## config.mk

```make
export PLATFORM = sky130hd
export DESIGN_NAME = mem_bus_arbiter_flat
export DESIGN_NICKNAME = d
export VERILOG_FILES = /design/src/rtl/mem_bus_arbiter_if.sv /design/src/rtl/mem_bus_arbiter.sv /design/src/flat_wrapper.sv
export SDC_FILE = /design/constraint.sdc
export NUM_CORES = 1
export LEC_CHECK = 0
export BUFFER_PORTS_ARGS = -buffer_cell sky130_fd_sc_hd__buf_2
export CORE_AREA = 4 4 112 114
export CTS_CLUSTER_SIZE = 30
export DETAILED_ROUTE_END_ITERATION = 8
export DIE_AREA = 0 0 116 118
export GPL_TIMING_DRIVEN = 0
export PLACE_DENSITY = 0.64
export SLEW_MARGIN = 20
export SYNTH_ARGS = -nofsm -noshare
export SYNTH_HDL_FRONTEND = slang
export SYNTH_SLANG_ARGS = --single-unit
```

## constraint.sdc

```tcl
create_clock -name clk -period 3.7 [get_ports clk]
set_clock_uncertainty 0.05 [all_clocks]
set_input_delay 0.37 -clock clk [delete_from_list [all_inputs] [get_ports clk]]
set_output_delay 0.37 -clock clk [all_outputs]
set_load 0.01 [all_outputs]
```

## src/rtl/mem_bus_arbiter_if.sv

```systemverilog
// Purpose: bundles the core, DMA and memory-side signals of the data-memory arbiter.
// Latency: none; plain wires between the pipeline, the DMA requester, memory and the arbiter.
// Backpressure: core is held by oCoreStall; the DMA request is held until oDmaGrant.
interface mem_bus_arbiter_if;
    // core MEM stage
    logic [31:0] iCoreAddr;
    logic        iCoreRead;
    logic        iCoreWrite;
    logic [31:0] iCoreWriteData;
    logic [31:0] oCoreReadData;
    logic        oCoreStall;
    // DMA requester
    logic        iDmaReq;
    logic        iDmaWrite;
    logic [31:0] iDmaAddr;
    logic [31:0] iDmaWriteData;
    logic        oDmaGrant;
    logic [31:0] oDmaReadData;
    logic        oDmaValid;
    // memory side
    logic [31:0] oMemAddr;
    logic        oMemRead;
    logic        oMemWrite;
    logic [31:0] oMemWriteData;
    logic [31:0] iMemReadData;

    // arbiter view
    modport slave (
        input  iCoreAddr, iCoreRead, iCoreWrite, iCoreWriteData,
        output oCoreReadData, oCoreStall,
        input  iDmaReq, iDmaWrite, iDmaAddr, iDmaWriteData,
        output oDmaGrant, oDmaReadData, oDmaValid,
        output oMemAddr, oMemRead, oMemWrite, oMemWriteData,
        input  iMemReadData
    );

    // environment view (core, DMA and memory driving the arbiter)
    modport master (
        output iCoreAddr, iCoreRead, iCoreWrite, iCoreWriteData,
        input  oCoreReadData, oCoreStall,
        output iDmaReq, iDmaWrite, iDmaAddr, iDmaWriteData,
        input  oDmaGrant, oDmaReadData, oDmaValid,
        input  oMemAddr, oMemRead, oMemWrite, oMemWriteData,
        output iMemReadData
    );
endinterface

```

## src/rtl/mem_bus_arbiter.sv

```systemverilog
// Purpose: shares the data-memory port between the core MEM stage (priority) and one DMA requester.
// Latency: grant and memory access in the same cycle; DMA read data/valid one cycle after the grant.
// Backpressure: DMA waits for idle core cycles; after MAX_WAIT lost cycles a forced slot stalls the core once.
// Optional: define MEMARB_PERF_CNT_EN to add core-access / DMA-grant / stall counters.
module mem_bus_arbiter #(
    parameter int MAX_WAIT = 8,
    parameter int WAIT_W   = 4
) (
    input  logic                 clk,
    input  logic                 reset,
    mem_bus_arbiter_if.slave     bus
`ifdef MEMARB_PERF_CNT_EN
    ,
    output logic [31:0]          oCoreAccCnt,
    output logic [31:0]          oDmaAccCnt,
    output logic [31:0]          oStallCnt
`endif
);

    typedef enum logic [1:0] {
        S_IDLE  = 2'd0,
        S_WAIT  = 2'd1,
        S_FORCE = 2'd2
    } state_t;

    localparam logic [WAIT_W-1:0] MAX_WAIT_C = WAIT_W'(MAX_WAIT);

    state_t            state_q;
    logic [WAIT_W-1:0] wait_cnt_q;
    logic [WAIT_W-1:0] wait_cnt_d;
    logic              dma_vld_q;
    logic [31:0]       dma_rdata_q;

    logic core_acc;
    logic dma_own;
    logic dma_grant;

    // Ownership decode: forced slot always goes to DMA, otherwise DMA only when the core is idle.
    // Reset suppresses any grant so a pending or forced access is dropped.
    always_comb begin
        core_acc   = bus.iCoreRead | bus.iCoreWrite;
        wait_cnt_d = wait_cnt_q + WAIT_W'(1);
        dma_own    = 1'b0;
        case (state_q)
            S_FORCE: dma_own = 1'b1;
            default: dma_own = bus.iDmaReq & ~core_acc;
        endcase
        dma_grant  = dma_own & ~reset;
    end

    // Bus mux and core-facing outputs; an idle bus still presents the core address/data.
    always_comb begin
        bus.oCoreReadData = bus.iMemReadData;
        bus.oCoreStall    = ~reset & (state_q == S_FORCE) & core_acc;
        bus.oDmaGrant     = dma_grant;
        bus.oDmaReadData  = dma_rdata_q;
        bus.oDmaValid     = dma_vld_q;
        if (dma_grant) begin
            bus.oMemAddr      = bus.iDmaAddr;
            bus.oMemRead      = ~bus.iDmaWrite;
            bus.oMemWrite     = bus.iDmaWrite;
            bus.oMemWriteData = bus.iDmaWriteData;
        end else begin
            bus.oMemAddr      = bus.iCoreAddr;
            bus.oMemRead      = bus.iCoreRead;
            bus.oMemWrite     = bus.iCoreWrite;
            bus.oMemWriteData = bus.iCoreWriteData;
        end
    end

    // Arbitration FSM with wait counter and registered DMA read return.
    always_ff @(posedge clk) begin
        if (reset) begin
            state_q     <= S_IDLE;
            wait_cnt_q  <= '0;
            dma_vld_q   <= 1'b0;
            dma_rdata_q <= '0;
        end else begin
            dma_vld_q <= dma_grant & ~bus.iDmaWrite;
            if (dma_grant && !bus.iDmaWrite) begin
                dma_rdata_q <= bus.iMemReadData;
            end
            case (state_q)
                S_FORCE: begin
                    state_q    <= S_IDLE;
                    wait_cnt_q <= '0;
                end
                default: begin
                    if (bus.iDmaReq && core_acc) begin
                        // core won the bus again; escalate once the DMA has lost MAX_WAIT cycles
                        wait_cnt_q <= wait_cnt_d;
                        state_q    <= (wait_cnt_d == MAX_WAIT_C) ? S_FORCE : S_WAIT;
                    end else begin
                        // granted now, or request absent/withdrawn: start fresh
                        wait_cnt_q <= '0;
                        state_q    <= S_IDLE;
                    end
                end
            endcase
        end
    end

`ifdef MEMARB_PERF_CNT_EN
    // Free-running performance counters; core accesses count only when actually performed.
    always_ff @(posedge clk) begin
        if (reset) begin
            oCoreAccCnt <= '0;
            oDmaAccCnt  <= '0;
            oStallCnt   <= '0;
        end else begin
            if (core_acc && !dma_own) oCoreAccCnt <= oCoreAccCnt + 32'd1;
            if (dma_grant)            oDmaAccCnt  <= oDmaAccCnt + 32'd1;
            if (bus.oCoreStall)       oStallCnt   <= oStallCnt + 32'd1;
        end
    end
`endif

endmodule

```

## src/flat_wrapper.sv

```systemverilog
// flat-port wrapper written by rule: the top's interface ports become plain ports
module mem_bus_arbiter_flat 
#(
    parameter int MAX_WAIT = 8,
    parameter int WAIT_W   = 4
)
  (clk, reset, bus_iCoreAddr, bus_iCoreRead, bus_iCoreWrite, bus_iCoreWriteData, bus_oCoreReadData, bus_oCoreStall, bus_iDmaReq, bus_iDmaWrite, bus_iDmaAddr, bus_iDmaWriteData, bus_oDmaGrant, bus_oDmaReadData, bus_oDmaValid, bus_oMemAddr, bus_oMemRead, bus_oMemWrite, bus_oMemWriteData, bus_iMemReadData);
  mem_bus_arbiter_if bus_i ();
  input  logic clk;
  input  logic reset;
  input wire logic [$bits(bus_i.iCoreAddr)-1:0] bus_iCoreAddr;
  input wire logic [$bits(bus_i.iCoreRead)-1:0] bus_iCoreRead;
  input wire logic [$bits(bus_i.iCoreWrite)-1:0] bus_iCoreWrite;
  input wire logic [$bits(bus_i.iCoreWriteData)-1:0] bus_iCoreWriteData;
  output wire logic [$bits(bus_i.oCoreReadData)-1:0] bus_oCoreReadData;
  output wire logic [$bits(bus_i.oCoreStall)-1:0] bus_oCoreStall;
  input wire logic [$bits(bus_i.iDmaReq)-1:0] bus_iDmaReq;
  input wire logic [$bits(bus_i.iDmaWrite)-1:0] bus_iDmaWrite;
  input wire logic [$bits(bus_i.iDmaAddr)-1:0] bus_iDmaAddr;
  input wire logic [$bits(bus_i.iDmaWriteData)-1:0] bus_iDmaWriteData;
  output wire logic [$bits(bus_i.oDmaGrant)-1:0] bus_oDmaGrant;
  output wire logic [$bits(bus_i.oDmaReadData)-1:0] bus_oDmaReadData;
  output wire logic [$bits(bus_i.oDmaValid)-1:0] bus_oDmaValid;
  output wire logic [$bits(bus_i.oMemAddr)-1:0] bus_oMemAddr;
  output wire logic [$bits(bus_i.oMemRead)-1:0] bus_oMemRead;
  output wire logic [$bits(bus_i.oMemWrite)-1:0] bus_oMemWrite;
  output wire logic [$bits(bus_i.oMemWriteData)-1:0] bus_oMemWriteData;
  input wire logic [$bits(bus_i.iMemReadData)-1:0] bus_iMemReadData;
  assign bus_i.iCoreAddr = bus_iCoreAddr;
  assign bus_i.iCoreRead = bus_iCoreRead;
  assign bus_i.iCoreWrite = bus_iCoreWrite;
  assign bus_i.iCoreWriteData = bus_iCoreWriteData;
  assign bus_oCoreReadData = bus_i.oCoreReadData;
  assign bus_oCoreStall = bus_i.oCoreStall;
  assign bus_i.iDmaReq = bus_iDmaReq;
  assign bus_i.iDmaWrite = bus_iDmaWrite;
  assign bus_i.iDmaAddr = bus_iDmaAddr;
  assign bus_i.iDmaWriteData = bus_iDmaWriteData;
  assign bus_oDmaGrant = bus_i.oDmaGrant;
  assign bus_oDmaReadData = bus_i.oDmaReadData;
  assign bus_oDmaValid = bus_i.oDmaValid;
  assign bus_oMemAddr = bus_i.oMemAddr;
  assign bus_oMemRead = bus_i.oMemRead;
  assign bus_oMemWrite = bus_i.oMemWrite;
  assign bus_oMemWriteData = bus_i.oMemWriteData;
  assign bus_i.iMemReadData = bus_iMemReadData;
  mem_bus_arbiter #(.MAX_WAIT(MAX_WAIT), .WAIT_W(WAIT_W)) u_core (.clk(clk), .reset(reset), .bus(bus_i));
endmodule
```

==> run_results.csv <==
group,metric,value,unit
worst_setup_path,worstSetupEndpointType,"output port",
global_route,grt_pass1_vias,3145,
status,outcome,"complete, no violations",
global_route,grt_antenna_before_repair,1,
sta,fin_setup_tns,0,ps
worst_setup_path,required,3280,ps
worst_setup_path,worstSetupPathType,"in2out",
global_route,grt_use_total,15.1,%
power,power.density,268,nW/um^2
floorplan,pin_count,299,
synth,synthCells,275,
placement,dpl_cell_area,4300,um^2
synth,ys_async_sr_fraction,0,%
synth,yosys_warnings,0,
finish,final_area,4450,um^2
placement,pre_cts_ws,1290,ps
routing,wl_per_cell,15.7,um
global_route,grt_overflow,0,
floorplan,die_w,116,um
global_route,grt_pass1_wl,16400,um
clock_tree,cts_tree,"done",
routing,drt_iter0_drc,97,
clock_tree,htree_num_levels,2,
floorplan,num_rows,39,
clock_tree,cts_buffer_depth,2,
clock_tree,cts.sinks,39,
floorplan,die-area,13700,um^2
placement,dp_hpwl,10300,um
synth,synth_edf_count,0,
finish,final_common_cell,"buf_2",
synth,synth_ff_type,"dfxtp_1",
synth,ys_types,24,
routing,num_vias,3043,
sta,hold_viol_final,0,
sta,setup_slack,1300,ps
worst_setup_path,r2r_slack,2240,ps
floorplan,core,11400,um^2
placement,gp_congestion,0.892,
worst_setup_path,cp-start-kind,"input pin",
placement,numPortBuffers,298,
sta,rsz0062_at_grt,"no",
worst_setup_path,r2r-start,"u_core.state_q[0]",
finish,area_growth_syn_to_layout,68.8,%
global_route,grt_max_degree,13,
worst_setup_path,path_max_fanout,10,
synth,synth_area_per_cell,9.58,um^2
worst_setup_path,r2r_end,"u_core.bus.oDmaReadData[29]",
synth,seq_area_frac_synth,29.6,%
power,leakage,2.41,nW
synth,synthesis.nets,442,
clock_tree,cts_setup_buffers,0,
routing,first_pass_iters,4,
routing,ant_nets,0,
sta,maxSlewHeadroom,66.6,%
clock_tree,cts_resized,0,
sta,layout_min_cycle_time,2400,ps
min_path,holdPathEnd,"u_core.bus.oDmaValid",
clock_tree,cts_buffers,5,
synth,synth_area,2630,um^2
finish,nets,747,
clock_tree,clkLatencyLatePin,280,ps
clock_tree,cts_hold_buf,0,
power,ir_worst_vdd,0.000154,V
sta,timing.fmax,417,MHz
min_path,hp-start,"bus_iDmaWrite",
clock_tree,root_buffer,"clkbuf_16",
routing,via_per_inst,4.20,
clock_tree,cts.clk_slew.worst_paths,60,ps
min_path,holdPathStages,2,
sta,setup_viol,0,
sta,slew_viol_final,0,
routing,wl,11400,um
finish,final_cell_mix,"buf_2, nand2_1, mux2_2",
routing,drc_errors,0,
sta,timing.final.crit_share,64.8,%
finish,drive_gt1_share,71.1,%
min_path,hold_path_class,"in2reg",
floorplan,start_util,23.1,%
finish,diodes,0,
sta,worstMarginPinSlew,500,ps
synth,ys_seq_elements,39,
floorplan,die_h,118,um
worst_setup_path,cp.arrival,1980,ps
run,maxCapViolCount,0,
worst_setup_path,reg2reg_depth,4,
==> cell type report <==
| type | count | area (um^2) |
|---|---|---|
| fillers | 1192 | 6970 |
| clock inverters | 2 | 12.5 |
| inverters | 3 | 11.3 |
| multi-input cells | 184 | 1500 |
| repair buffers | 298 | 1490 |
| clock buffers | 6 | 129 |
| well taps | 143 | 179 |
| flip-flops and latches | 39 | 781 |
| plain buffers | 49 | 343 |
==> state kept, by name (all words and copies together) (netlist names) <==
| name | cells |
|---|---|
| u_core.bus.oDmaReadData | 32 |
| u_core.state_q | 2 |
| u_core.bus.oDmaValid | 1 |
| u_core.wait_cnt_q | 4 |
==> metrics by stage <==
step                hold slack [ps]  instances  total power, mW  util, %
detailed placement              401        716            0.795     37.7
global route                    280        724             1.26     38.9
CTS                             271        724             1.21     38.9
finish                          276        724             1.19     38.9
floorplan                       380        275            0.608        -
global placement                390        716            0.790     37.7
==> power by group <==
group          internal [mW]  switching [mW]  leakage (nW)
Sequential             0.430         0.00453         0.316
Combinational          0.192           0.156          2.03
Clock                  0.248           0.161        0.0669
==> per-layer routing <==
metal  wire, um  up-vias  global-route usage (%)
li1           -     1502                       -
met1       4300     1368                    17.4
met2       5500      157                    25.5
met3       1480       14                    7.40
met4         91        2                    2.54
met5         20        -                       0
==> Yosys cell counts, types with 2 or more instances <==
library cell | number | area share, %
inv_1 | 3 | 0.43
dfxtp_1 | 39 | 30
mux2_2 | 48 | 21
nand2_1 | 66 | 9.4
buf_4 | 35 | 10
buf_6 | 3 | 1.3
nor2_1 | 6 | 0.86
buf_2 | 4 | 0.76
clkbuf_1 | 7 | 1.0
mux2_4 | 17 | 9.7
xnor2_1 | 2 | 0.67
mux2i_1 | 32 | 12
o21ai_0 | 2 | 0.38
==> worst max-delay path, cell delays in order <==
cell and delay (ps):
buf_2 120, or3b_1 410, a21o_1 270, buf_6 180, buf_6 160, mux2_4 320, buf_2 140
==> kinds of logic after synthesis <==
logic type,count (synthesis),synth area share [%]
fa+ha+maj,1,0.475
mux,97,42.4
simple gates,77,11.5
flops,39,29.6
xor+xnor,3,0.998
compound gates,6,1.57
buf+inv,52,13.4
==> how the worst max path moves through the flow <==
| stage | start | to | slack, ps | depth (start not counted) |
|---|---|---|---|---|
| floorplan | bus_iCoreWrite | bus_oMemWriteData[14] | 1680 | 5 |
| finish | bus_iCoreWrite | bus_oMemWriteData[22] | 1300 | 7 |
| detailed placement | bus_iCoreWrite | bus_oMemWriteData[22] | 1290 | 7 |
| CTS | bus_iCoreWrite | bus_oMemWriteData[22] | 1280 | 7 |
| global route | bus_iCoreWrite | bus_oMemWriteData[22] | 1240 | 7 |
| global placement | bus_iCoreWrite | bus_oMemWriteData[15] | 1310 | 7 |
No activity file was read; power rests on OpenSTA's default activity.
